File: src/rtl/wave_synth.sv
// rtl/wave_synth.sv - single-note waveform synthesizer driving an unsigned DAC sample
//
// Plays one note per START request. The note's mode, step divider and duration
// are captured at acceptance and held until the note ends. A phase accumulator
// advances once every max(STEP_DIV,1) cycles and is shaped into a square,
// triangle or sawtooth sample (or silence).
//
// Ports:
//   CLK       system clock, all logic on its rising edge
//   RESET_N   asynchronous active-low reset
//   START     request one note with the current MODE / STEP_DIV / DURATION
//   ABORT     end the current note at once (no DONE); also blocks START in idle
//   MODE      00 silence, 01 square, 10 triangle, 11 sawtooth
//   STEP_DIV  clock cycles per phase step (0 behaves as 1)
//   DURATION  note length in clock cycles (0 gives an immediate DONE)
//   BUSY      high for every cycle of a playing note
//   DONE      one-cycle pulse when a note finishes naturally
//   SOUND     registered DAC sample, 0 whenever no note plays

module wave_synth #(
   parameter int DAC_W = 8,
   parameter int DIV_W = 16,
   parameter int DUR_W = 25
) (
   input  logic             CLK,
   input  logic             RESET_N,
   input  logic             START,
   input  logic             ABORT,
   input  logic [1:0]       MODE,
   input  logic [DIV_W-1:0] STEP_DIV,
   input  logic [DUR_W-1:0] DURATION,
   output logic             BUSY,
   output logic             DONE,
   output logic [DAC_W-1:0] SOUND
);

   typedef enum logic {
      S_IDLE = 1'b0,
      S_PLAY = 1'b1
   } state_e;

   typedef enum logic [1:0] {
      M_SILENT   = 2'b00,
      M_SQUARE   = 2'b01,
      M_TRIANGLE = 2'b10,
      M_SAW      = 2'b11
   } mode_e;

   state_e           state_q, state_d;
   logic [1:0]       mode_q,  mode_d;
   logic [DIV_W-1:0] div_q,   div_d;
   logic [DUR_W-1:0] dur_q,   dur_d;     // busy cycles left, including the current one
   logic [DAC_W-1:0] phase_q, phase_d;
   logic [DIV_W-1:0] step_q,  step_d;
   logic             done_q,  done_d;
   logic [DAC_W-1:0] sound_q, sound_d;

   logic             step_last;

   // Shape a phase value into a DAC sample for the given mode.
   function automatic logic [DAC_W-1:0] wave_sample(input logic [1:0]       mode,
                                                    input logic [DAC_W-1:0] phase);
      logic [DAC_W-1:0] ramp;
      logic [DAC_W-1:0] result;
      // Rising half doubles the low phase bits; falling half mirrors it by
      // inversion, which yields 0,2..254,255,253..1 for an 8-bit DAC.
      ramp = {phase[DAC_W-2:0], 1'b0};
      case (mode_e'(mode))
         M_SILENT:   result = '0;
         M_SQUARE:   result = {DAC_W{phase[DAC_W-1]}};
         M_TRIANGLE: result = phase[DAC_W-1] ? ~ramp : ramp;
         M_SAW:      result = phase;
         default:    result = '0;
      endcase
      return result;
   endfunction

   // Divider of 0 or 1 steps the phase every cycle; otherwise the step
   // counter runs 0..div-1 and the phase advances on the wrap.
   always_comb begin
      step_last = 1'b1;
      if (div_q > DIV_W'(1)) begin
         step_last = (step_q == div_q - DIV_W'(1));
      end
   end

   always_comb begin
      state_d = state_q;
      mode_d  = mode_q;
      div_d   = div_q;
      dur_d   = dur_q;
      phase_d = phase_q;
      step_d  = step_q;
      done_d  = 1'b0;
      sound_d = sound_q;

      case (state_q)
         S_IDLE: begin
            sound_d = '0;
            if (START && !ABORT) begin
               mode_d  = MODE;
               div_d   = STEP_DIV;
               dur_d   = DURATION;
               phase_d = '0;
               step_d  = '0;
               if (DURATION == '0) begin
                  // Zero-length note: report completion without ever playing.
                  done_d = 1'b1;
               end else begin
                  state_d = S_PLAY;
                  sound_d = wave_sample(MODE, '0);
               end
            end
         end

         S_PLAY: begin
            if (ABORT) begin
               state_d = S_IDLE;
               phase_d = '0;
               step_d  = '0;
               sound_d = '0;
            end else if (dur_q == DUR_W'(1)) begin
               state_d = S_IDLE;
               phase_d = '0;
               step_d  = '0;
               done_d  = 1'b1;
               sound_d = '0;
            end else begin
               dur_d = dur_q - DUR_W'(1);
               if (step_last) begin
                  step_d  = '0;
                  phase_d = phase_q + DAC_W'(1);
               end else begin
                  step_d  = step_q + DIV_W'(1);
               end
               sound_d = wave_sample(mode_q, phase_d);
            end
         end

         default: begin
            state_d = S_IDLE;
            sound_d = '0;
         end
      endcase
   end

   always_ff @(posedge CLK or negedge RESET_N) begin
      if (!RESET_N) begin
         state_q <= S_IDLE;
         mode_q  <= '0;
         div_q   <= '0;
         dur_q   <= '0;
         phase_q <= '0;
         step_q  <= '0;
         done_q  <= 1'b0;
         sound_q <= '0;
      end else begin
         state_q <= state_d;
         mode_q  <= mode_d;
         div_q   <= div_d;
         dur_q   <= dur_d;
         phase_q <= phase_d;
         step_q  <= step_d;
         done_q  <= done_d;
         sound_q <= sound_d;
      end
   end

   assign BUSY  = (state_q == S_PLAY);
   assign DONE  = done_q;
   assign SOUND = sound_q;

endmodule

File: config.mk
export PLATFORM = sky130hd
export DESIGN_NAME = wave_synth
export DESIGN_NICKNAME = d
export VERILOG_FILES = /design/src/rtl/wave_synth.sv
export SDC_FILE = /design/constraint.sdc
export NUM_CORES = 1
export LEC_CHECK = 0
export ABC_AREA = 1
export ABC_CLOCK_PERIOD_IN_PS = 2750
export BUFFER_PORTS_ARGS = -buffer_cell sky130_fd_sc_hd__clkbuf_2
export CORE_MARGIN = 2
export CORE_UTILIZATION = 59
export CTS_BUF_LIST = sky130_fd_sc_hd__clkbuf_8 sky130_fd_sc_hd__clkbuf_16
export CTS_CLUSTER_DIAMETER = 60
export CTS_CLUSTER_SIZE = 12
export DETAILED_ROUTE_END_ITERATION = 10
export GPL_TIMING_DRIVEN = 0
export PLACE_DENSITY_LB_ADDON = 0.08
export RECOVER_POWER = 25
export SYNTH_ARGS = -nofsm -noshare
export SYNTH_HDL_FRONTEND = slang
export SYNTH_SLANG_ARGS = --single-unit
File: constraint.sdc
create_clock -name CLK -period 2.75 [get_ports CLK]
set_input_delay 0.55 -clock CLK [delete_from_list [all_inputs] [get_ports CLK]]
set_output_delay 0.55 -clock CLK [all_outputs]
set_load 0.05 [all_outputs]
==> results by group, run 1 <==
Status
  – Outcome: complete, but fails checks
  – Failing checks: capacitance limit, slew limit

Timing
  – Rel. slew slack: -0.318
  – Tcrit/Tclk final: 0.913
  – Skew final: 13.2 ps
  – Crit path time final: 2510 ps
  – Slack of the critical path: 239 ps
  – Worst-margin pin slew: 1980 ps
  – Final setup viols: 0
  – RSZ-0062 raised after global routing: false
  – Fmax: 398 MHz
  – Setup TNS: 0 ps
  – Hold Fails Final Rpt: 0
  – Slew Viols, Final: 33
  – Min Hold Slack: 389 ps

Floorplan
  – Area of the die: 9430 µm²
  – # IOs: 57
  – Initial Util: 0.617
  – Core area: 8300 µm²
  – Die X: 97.1 µm
  – # rows: 33
  – Die height: 97.1 µm

Global routing
  – Largest net degree at the start of global routing: 46
  – Vias in the first global route: 4,894
  – Total track usage: 0.292
  – First-pass GRT wire length: 22.7 mm
  – Initial antenna violation count: 0
  – Total gr overflow: 0

Drt
  – DRT Wirelength: 13.3 mm
  – Via count: 5,040
  – DRC: 0
  – Post-DR vias/cell: 5.61
  – Routed Antenna Nets: 0
  – WL per Instance: 14.8 µm
  – Pre-antenna DRT Iters: 5
  – Initial DRC Count: 261

Place
  – DP Cell Count: 881
  – GPL Wtd Cong: 0.932
  – Placed cell areas: 5560 µm²
  – Post-Place Setup Slack: 165 ps
  – PortBufs: 56
  – Post-DP HPWL: 10.0 mm

Yosys
  – Top-count cell post-synth: nand2_1
  – Synth unique cells: 39
  – Cells after Synth: 719
  – Register area share after synthesis: 0.377
  – Area leader, netlist: dfrtp_1
  – Synth top cells by count: 180 x nand2_1, 92 x inv_1, 77 x dfrtp_1, 75 x nor2_1, 43 x nand3_1
  – Yosys reg bits: 77
  – Yosys warning total: 0
  – FFs w/ async S/R, synth: 1.00
  – Post-synth top area share: 0.377
  – Post-Syn Nets: 772
  – Number of synthesized flops with an enable pin: 0
  – Post-Syn Area: 5120 µm²
  – Most used DFF post-synth: dfrtp_1
  – Top cells by area, synth: dfrtp_1 38%, nand2_1 13%, inv_1 6.7%
  – Avg Inst Size Synth: 7.12 µm²

Setup path
  – Arrival time at the worst endpoint: 2730 ps
  – Reg2Reg Setup Slack: 240 ps
  – CP Max Fanout: 10
  – Worst reg2reg path depth: 12
  – Kind of end point of the critical path: register
  – CP cell instances: inv_1 > ha_4 > nand2_2 > nor2_4 > nand3b_1 > nand2_1 > nand2_1 > nor4_1 > nand4_1 > nand3_1 > buf_2 > o22ai_1
  – CP max stage delay: 410 ps
  – Slowest CP cell: dfrtp_1
  – Worst setup path category: register to register
  – Critical Path RT: 2970 ps
  – Reg-to-reg startpoint: div_q[0]
  – Worst setup SP type: register
  – CP most frequent cell: nand2_1
  – Worst reg2reg path endpoint: step_q[2]

Run
  – Max_cap viols: 1

Clocking
  – Skew-Pair Late Insertion Delay: 350 ps
  – TritonCTS Buffers: 9
  – CTS tree: built
  – Reg clk slew, reported paths: 90 ps
  – Clk root buf: clkbuf_8
  – H-Tree Depth: 3
  – Max Buffers Root-to-Sink: 2
  – CTS sink cnt: 77

Worst hold path
  – Min-delay src: STEP_DIV[11]
  – Hold WC Path Type: primary input to register
  – Hold Path Depth: 3
  – WHS Endpoint: div_q[11]

Power and ir drop
  – Worst vdd ir: 0.328 mV
  – Leakage power: 2.79 nW
  – Pwr Density: 609 nW/µm²

Layout
  – Final instance area: 5820 µm²
  – Syn-to-layout area delta: 13.8%
  – Post-Layout Cell Count: 898
  – Nets: 842
  – # diodes: 0
  – Share of layout cells above drive strength 1: 0.146
## metal layers
layer  up-vias  wire length (µm)  global-route usage
li1       2488                 -                   -
met1      2342              5680               0.376
met2       178              6540               0.498
met3        32               772              0.0432
met4         0               311               0.112
met5         -                 0                   0
## critical path: cells and delay by family (launching register included)
kind | cells | cell delay (ps)
buffers and inverters | 2 | 470
flip-flops | 1 | 410
AO/OA/AOI/OAI | 1 | 100
adder cells (fa/ha/maj) | 1 | 210
AND/OR/NAND/NOR | 8 | 1170
## area by class of cell
cell class | instances | area, µm²
multi-input combinational | 525 | 2770
fill | 713 | 2480
sequential | 77 | 1930
inverter | 98 | 374
timing repair buffer | 59 | 322
clock buffer | 10 | 138
tap | 105 | 131
clock inverter | 5 | 82.6
buffer | 19 | 78.8
## timing repair
item,CTS,global route
setup endpoints to repair,0,27
resized for setup,0,7
hold buffers,0,0
buffers inserted,0,2
## layout by cell type (no fill, tap or decap), types with 14 or more instances in the layout
master	instances
nor3_1	14
o22ai_1	19
dfrtp_1	77
clkbuf_2	56
o21ai_0	40
nand3_1	43
xor2_1	29
inv_1	91
clkbuf_1	14
nor2_1	75
a21oi_1	25
nand2_1	180
## report_power, final
group / switching, W / leakage, nW / internal, W
registers: 0.000200 / 0.988 / 0.00131
logic: 0.000688 / 1.69 / 0.000370
clock network: 0.000443 / 0.113 / 0.000536
## state kept, by name, summed over array words and instances (netlist names)
register	count
BUSY	1
div_q	16
DONE	1
mode_q	2
step_q	16
phase_q	8
dur_q	25
SOUND	8
## worst max-delay path by stage
stage | cells past startpoint | startpoint | to
2_1_floorplan | 16 | div_q[0] | SOUND[1]
4_1_cts | 16 | div_q[0] | SOUND[5]
3_3_place_gp | 9 | div_q[0] | SOUND[3]
3_5_place_dp | 12 | div_q[0] | step_q[8]
6_report | 12 | div_q[0] | step_q[2]
5_1_grt | 14 | div_q[0] | SOUND[5]
## logic make-up (layout without fill, tap and decap cells)
kind of cell	Yosys count	after routing	share of synthesized area
AO/OA/AOI/OAI	114	114	0.128
XOR/XNOR	38	38	0.0650
adder cells (fa/ha/maj)	6	6	0.0147
buffers and inverters	117	191	0.0875
flip-flops	77	77	0.377
AND/OR/NAND/NOR	367	367	0.328
## per-stage QoR
stage                     total power (W)  utilization
after floorplan                   0.00224            -
after global placement            0.00249        0.666
after detailed placement          0.00254        0.670
after CTS                         0.00353        0.696
after global routing              0.00378        0.701
final                             0.00354        0.701
Power figures use the tool's default switching activity.
==> inputs of run 2 (changes only) <==
--- a/config.mk
+++ b/config.mk
@@ -7,7 +7,7 @@
 export LEC_CHECK = 0
 export ABC_AREA = 1
 export ABC_CLOCK_PERIOD_IN_PS = 2750
-export BUFFER_PORTS_ARGS = -buffer_cell sky130_fd_sc_hd__clkbuf_2
+export BUFFER_PORTS_ARGS = -buffer_cell sky130_fd_sc_hd__buf_2
 export CORE_MARGIN = 2
 export CORE_UTILIZATION = 59
 export CTS_BUF_LIST = sky130_fd_sc_hd__clkbuf_8 sky130_fd_sc_hd__clkbuf_16
==> run 2 against run 1 <==
Against the previous run: the flow still finishes with violations (capacitance limit, slew limit); core utilization increased by 0.29 points; worst setup slack got worse by 24 ps; clock skew decreased by 5.6 ps; register-to-register slack got worse by 20 ps; total power increased by 2.0%; sequential cell count unchanged; global-route usage decreased by 0.098 points; die area unchanged; hold slack improved by 1.2 ps; via count increased by 1.1%; fmax decreased by 0.93%; non-clock buffer count unchanged.
==> results by group, run 2 (synthesized netlist as in run 1, its figures left out) <==
Setup path
  – Kind of end point of the critical path: register
  – CP cell instances: inv_1 > ha_4 > xor2_1 > nand2_1 > nand3b_1 > nor3_4 > nand3_4 > nand2_4 > nand2_1 > nand2_1 > inv_1 > nand2_1 > nand3_1 > a21oi_1
  – Worst setup SP type: register
  – Slowest CP cell: dfrtp_1
  – CP Max Fanout: 10 (unchanged)
  – Critical Path RT: 3030 ps (+60 ps)
  – Arrival time at the worst endpoint: 2810 ps (+80 ps)
  – Worst setup path category: register to register
  – CP most frequent cell: nand2_1
  – CP max stage delay: 420 ps (about the same)

Floorplan
  – # IOs: 57 (unchanged)
  – Area of the die: 9430 µm² (unchanged)
  – Initial Util: 0.617 (unchanged)
  – Core area: 8300 µm² (unchanged)
  – Die height: 97.1 µm (unchanged)
  – # rows: 33 (unchanged)
  – Die X: 97.1 µm (unchanged)

Clocking
  – TritonCTS Buffers: 9 (unchanged)
  – Hold_buf cts: 0 (unchanged)
  – Max Buffers Root-to-Sink: 2 (unchanged)
  – CTS sink cnt: 77 (unchanged)
  – Clk root buf: clkbuf_8
  – CTS tree: built
  – Reg clk slew, reported paths: 90 ps (about the same)
  – H-Tree Depth: 3 (unchanged)
  – Skew-Pair Late Insertion Delay: 350 ps (about the same)

Timing
  – Fmax: 395 MHz (-0.93%)
  – Crit path time final: 2530 ps (+23.6 ps)
  – Hold Fails Final Rpt: 0 (unchanged)
  – Slack of the critical path: 216 ps (-23.6 ps)
  – Worst-margin pin slew: 2020 ps (+40.4 ps)
  – Tcrit/Tclk final: 0.921 (+0.00857)
  – Rel. slew slack: -0.345 (-0.0270)
  – Setup TNS: 0 ps (unchanged)
  – Final setup viols: 0 (unchanged)
  – Slew Viols, Final: 33 (unchanged)
  – Skew final: 7.63 ps (-5.57 ps)
  – RSZ-0062 raised after global routing: false

Power and ir drop
  – Pwr Density: 618 nW/µm² (+1.6%)
  – Worst vdd ir: 0.321 mV (-2.2%)
  – Leakage power: 2.80 nW (+0.28%)

Place
  – GPL Wtd Cong: 0.928 (-0.38%)
  – Post-Place Setup Slack: 132 ps (-33.2 ps)
  – Post-DP HPWL: 10.1 mm (+0.12%)
  – PortBufs: 56 (unchanged)

Layout
  – Share of layout cells above drive strength 1: 0.147 (+0.00108)
  – Syn-to-layout area delta: 14.2%
  – Multi-input logic area: 2770 µm² (+0.18%)
  – Most common cell after layout, fill and taps aside: nand2_1
  – Top Registers: dur_q x25, div_q x16, step_q x16
  – Filler cell count: 724 (+1.5%)
  – Max FFs per register: 25 (unchanged)
  – Nets: 842 (unchanged)
  – Most frequent cells in the layout: 180 x nand2_1, 92 x inv_1, 77 x dfrtp_1, 75 x nor2_1, 60 x buf_2
  – Biggest register: dur_q
  – Sequential Area: 1930 µm² (unchanged)
  – # diodes: 0 (unchanged)

Drt
  – Pre-antenna DRT Iters: 5 (unchanged)
  – Routed Antenna Nets: 0 (unchanged)
  – DRC: 0 (unchanged)
  – DRT Wirelength: 13.3 mm (+0.20%)
  – Initial DRC Count: 325 (+25%)
  – Post-DR vias/cell: 5.67 (+0.96%)
  – Via count: 5,094 (+1.1%)
  – WL per Instance: 14.8 µm (about the same)

Global routing
  – Total track usage: 0.291 (-0.000980)
  – Vias in the first global route: 5,058 (+3.4%)
  – Initial antenna violation count: 0 (unchanged)
  – Largest net degree at the start of global routing: 46 (unchanged)
  – First-pass GRT wire length: 22.7 mm (+0.12%)
  – Total gr overflow: 0 (unchanged)

Run
  – Max_cap viols: 1 (unchanged)

Status
  – Failing checks: capacitance limit, slew limit
  – Outcome: complete, but fails checks

Worst hold path
  – Hold WC Path Type: primary input to register
[run 2: area by class of cell]
cell class | instances | area share
Clock buffer | 9 | 0.0212
Sequential cell | 77 | 0.330
Multi-Input combinational cell | 525 | 0.475
Clock inverter | 7 | 0.0197
Buffer | 19 | 0.0135
Inverter | 98 | 0.0640
Timing Repair Buffer | 59 | 0.0550
Tap cell | 105 | 0.0225
[run 2: timing repair]
action / CTS / global route
endpoints found under the hold margin: 0 / 0
endpoints found under the setup margin: 0 / 26
resized for setup: 0 / 8
setup buffers: 0 / 2
[run 2: layer usage]
layer	routed length, µm	track usage
met3	668	0.0353
met5	0	0
met2	6700	0.513
met1	5670	0.365
met4	284	0.114
[run 2: path summary, 6_finish.rpt]
check                            start   endpoint  slack, ps  cells after the start
max in group asynchronous      RESET_N  dur_q[14]        830                      1
setup / recovery              div_q[0]   SOUND[3]        220                     14
hold reg to reg              dur_q[14]  dur_q[14]        550                      2
setup reg to reg              div_q[0]   SOUND[3]        220                     14
hold / removal             STEP_DIV[9]   div_q[9]        390                      3
min in group asynchronous      RESET_N  div_q[15]        760                      1
[run 2: worst max-delay path, delay by kind of cell, from the launching register on]
| kind | cells | cell delay [ps] |
|---|---|---|
| flip-flops | 1 | 420 |
| AND/OR/NAND/NOR | 9 | 1240 |
| buffers and inverters | 2 | 280 |
| XOR/XNOR | 1 | 150 |
| AO/OA/AOI/OAI | 1 | 150 |
| adder cells (fa/ha/maj) | 1 | 240 |
[run 2: per-stage QoR]
step                      power [W]  utilization  hold WS [ps]  cell area [µm²]  instances
after floorplan             0.00224            -           254             5120        719
after global placement      0.00249        0.666           515             5530        880
after detailed placement    0.00254        0.670           522             5560        881
after CTS                   0.00358        0.699           157             5800        897
after global routing        0.00383        0.704           403             5850        899
final                       0.00361        0.704           391             5850        899
[run 2: where the power goes]
part	total, W	switching, W	internal (W)
registers	0.00151	0.000203	0.00131
clock network	0.00105	0.000453	0.000600
logic	0.00105	0.000681	0.000371
total	0.00361	0.00134	0.00228
==> inputs of run 3 (changes only) <==
==> constraint.sdc (replaced) <==
create_clock -name CLK -period 2.75 [get_ports CLK]
set_input_delay 0.275 -clock CLK [delete_from_list [all_inputs] [get_ports CLK]]
set_output_delay 0.275 -clock CLK [all_outputs]
set_load 0.05 [all_outputs]
==> run 3 against run 2 <==
Against the previous run: the run still ends with capacitance limit, slew limit left; register-to-register slack barely moved; via count barely moved; die area did not move; critical path depth did not move; total power fell by 0.11%; hold slack got worse by 270 ps; global-route usage barely moved; critical endpoint unchanged; largest cell class unchanged.
==> results by group, run 3 (synthesized netlist as in run 1, its figures left out) <==
Clocking
  – TritonCTS Buffers: 9 (unchanged)
  – CTS tree: built
  – H-Tree Depth: 3 (unchanged)
  – Reg clk slew, reported paths: 90 ps (about the same)
  – Skew-Pair Late Insertion Delay: 350 ps (about the same)
  – Clk root buf: clkbuf_8
  – Max Buffers Root-to-Sink: 2 (unchanged)
  – CTS sink cnt: 77 (unchanged)

Power and ir drop
  – Leakage power: 2.80 nW (+0.15%)
  – Pwr Density: 617 nW/µm² (-0.28%)
  – Int Pwr: 0.00228 W (about the same)
  – Seq pwr share: 0.418 (about the same)
  – Power share of the combinational group: 0.291 (about the same)
  – Worst vdd ir: 0.321 mV (about the same)
  – Switching power: 0.00133 W (-0.34%)
  – Part of the power in the clock network: 0.291 (about the same)
  – Switching portion of total power: 0.369 (-0.000845)

Timing
  – RSZ-0062 raised after global routing: false
  – Final setup viols: 0 (unchanged)
  – Hold Fails Final Rpt: 0 (unchanged)
  – Slack of the critical path: 217 ps (+1.37 ps)
  – Fmax: 395 MHz (about the same)
  – Worst-margin pin slew: 2020 ps (+0.198 ps)
  – Rel. slew slack: -0.345 (about the same)
  – Crit path time final: 2530 ps (-1.37 ps)
  – Tcrit/Tclk final: 0.921 (about the same)
  – Skew final: 6.92 ps (-0.707 ps)
  – Slew Viols, Final: 33 (unchanged)
  – Setup TNS: 0 ps (unchanged)

Layout
  – Final Core Density: 0.706 (+0.00121)
  – # diodes: 0 (unchanged)
  – Multi-input logic area: 2770 µm² (unchanged)
  – Max FFs per register: 25 (unchanged)
  – Sequential Area: 1930 µm² (unchanged)
  – Post-Layout Cell Count: 900 (+0.11%)
  – Top Registers: dur_q x25, div_q x16, step_q x16
  – Most frequent cells in the layout: 180 x nand2_1, 92 x inv_1, 77 x dfrtp_1, 75 x nor2_1, 60 x buf_2
  – Nets: 843 (+0.12%)
  – Final instance area: 5860 µm² (+0.17%)
  – Filler cell count: 723 (-0.14%)
  – Biggest register: dur_q
  – Share of layout cells above drive strength 1: 0.147 (-0.000185)
  – Most common cell after layout, fill and taps aside: nand2_1
  – Syn-to-layout area delta: 14.4%

Drt
  – DRT Wirelength: 13.3 mm (about the same)
  – Initial DRC Count: 346 (+6.5%)
  – Via count: 5,091 (-0.059%)
  – Routed Antenna Nets: 0 (unchanged)
  – DRC: 0 (unchanged)
  – WL per Instance: 14.8 µm (about the same)
  – Pre-antenna DRT Iters: 5 (unchanged)
  – Post-DR vias/cell: 5.66 (-0.17%)

Global routing
  – Initial antenna violation count: 0 (unchanged)
  – Total gr overflow: 0 (unchanged)
  – First-pass GRT wire length: 22.7 mm (+0.12%)
  – Largest net degree at the start of global routing: 46 (unchanged)
  – Vias in the first global route: 5,070 (+0.24%)
  – Total track usage: 0.291 (+0.000308)

Status
  – Failing checks: capacitance limit, slew limit
  – Outcome: complete, but fails checks

Setup path
  – CP max stage delay: 420 ps (about the same)
  – CP Max Fanout: 10 (unchanged)
  – Worst path top cell family by delay: simple AND/OR/NAND/NOR gates
  – Arrival time at the worst endpoint: 2810 ps (about the same)
  – Worst setup path category: register to register
  – Worst setup SP type: register
  – CP cell instances: inv_1 > ha_4 > xor2_1 > nand2_1 > nand3b_1 > nor3_4 > nand3_4 > nand2_4 > nand2_1 > nand2_1 > inv_1 > nand2_1 > nand3_1 > a21oi_1
  – Critical path buffers and inverters: 2 (unchanged)
  – Critical Path RT: 3020 ps (about the same)
  – Slowest CP cell: dfrtp_1
  – CP most frequent cell: nand2_1
  – Kind of end point of the critical path: register

Place
  – Post-Place Setup Slack: 132 ps (unchanged)
  – DP Cell Count: 881 (unchanged)
  – Placed cell areas: 5560 µm² (unchanged)
  – Post-DP HPWL: 10.1 mm (unchanged)
  – GPL Wtd Cong: 0.928 (unchanged)
  – PortBufs: 56 (unchanged)

Floorplan
  – Core area: 8300 µm² (unchanged)
  – Die X: 97.1 µm (unchanged)
  – # IOs: 57 (unchanged)
  – Initial Util: 0.617 (unchanged)
  – Die height: 97.1 µm (unchanged)
  – Area of the die: 9430 µm² (unchanged)
  – # rows: 33 (unchanged)

Run
  – Max_cap viols: 1 (unchanged)

Worst hold path
  – Hold WC Path Type: primary input to register
[run 3: layer usage]
layer	GRT usage	wire length [µm]	vias to the layer above	part of all wire
li1	-	-	2491	-
met1	0.365	5650	2400	0.42
met2	0.514	6700	176	0.50
met3	0.0353	693	24	0.052
met4	0.114	291	0	0.022
met5	0	0	-	0
[run 3: cell type report]
cell class | instances | area share
plain buffers | 19 | 0.0135
clock buffers | 9 | 0.0212
flip-flops and latches | 77 | 0.329
multi-input cells | 525 | 0.474
well taps | 105 | 0.0224
repair buffers | 60 | 0.0566
inverters | 98 | 0.0639
clock inverters | 7 | 0.0197
[run 3: tightest hold or removal path, delay by kind of cell]
family        cells  cell delay (ps)
buf+inv           1               70
simple gates      2               90
[run 3: power groups by stage]
stage | clock network [W] | registers [W] | logic [W]
after floorplan | 0 | 0.00148 | 0.000758
after global placement | 0 | 0.00152 | 0.000975
after detailed placement | 0 | 0.00152 | 0.00102
after CTS | 0.00106 | 0.00150 | 0.00102
after global routing | 0.00110 | 0.00154 | 0.00119
final | 0.00105 | 0.00151 | 0.00105
[run 3: worst paths after layout]
check | slack (ps) | endpoint | cells past startpoint | startpoint
max reg2reg | 220 | SOUND[3] | 14 | div_q[0]
max in group asynchronous | 560 | dur_q[10] | 2 | RESET_N
min | 120 | div_q[9] | 3 | STEP_DIV[9]
max | 220 | SOUND[3] | 14 | div_q[0]
min in group asynchronous | 1030 | div_q[15] | 2 | RESET_N
min reg2reg | 550 | dur_q[14] | 2 | dur_q[14]
[run 3: what timing repair did]
item | 4_1_cts | 5_1_grt
setup endpoints to repair | 0 | 26
gates resized for setup | 0 | 8
setup buffers | 0 | 2
endpoints found under the hold margin | 32 | 0
hold buffers | 1 | 0
[run 3: through the flow]
| stage | power [W] | hold WS [ps] |
|---|---|---|
| 2_1_floorplan | 0.00224 | -20.6 |
| 3_3_place_gp | 0.00249 | 475 |
| 3_5_place_dp | 0.00254 | 267 |
| 4_1_cts | 0.00358 | 108 |
| 5_1_grt | 0.00383 | 128 |
| 6_report | 0.00361 | 117 |
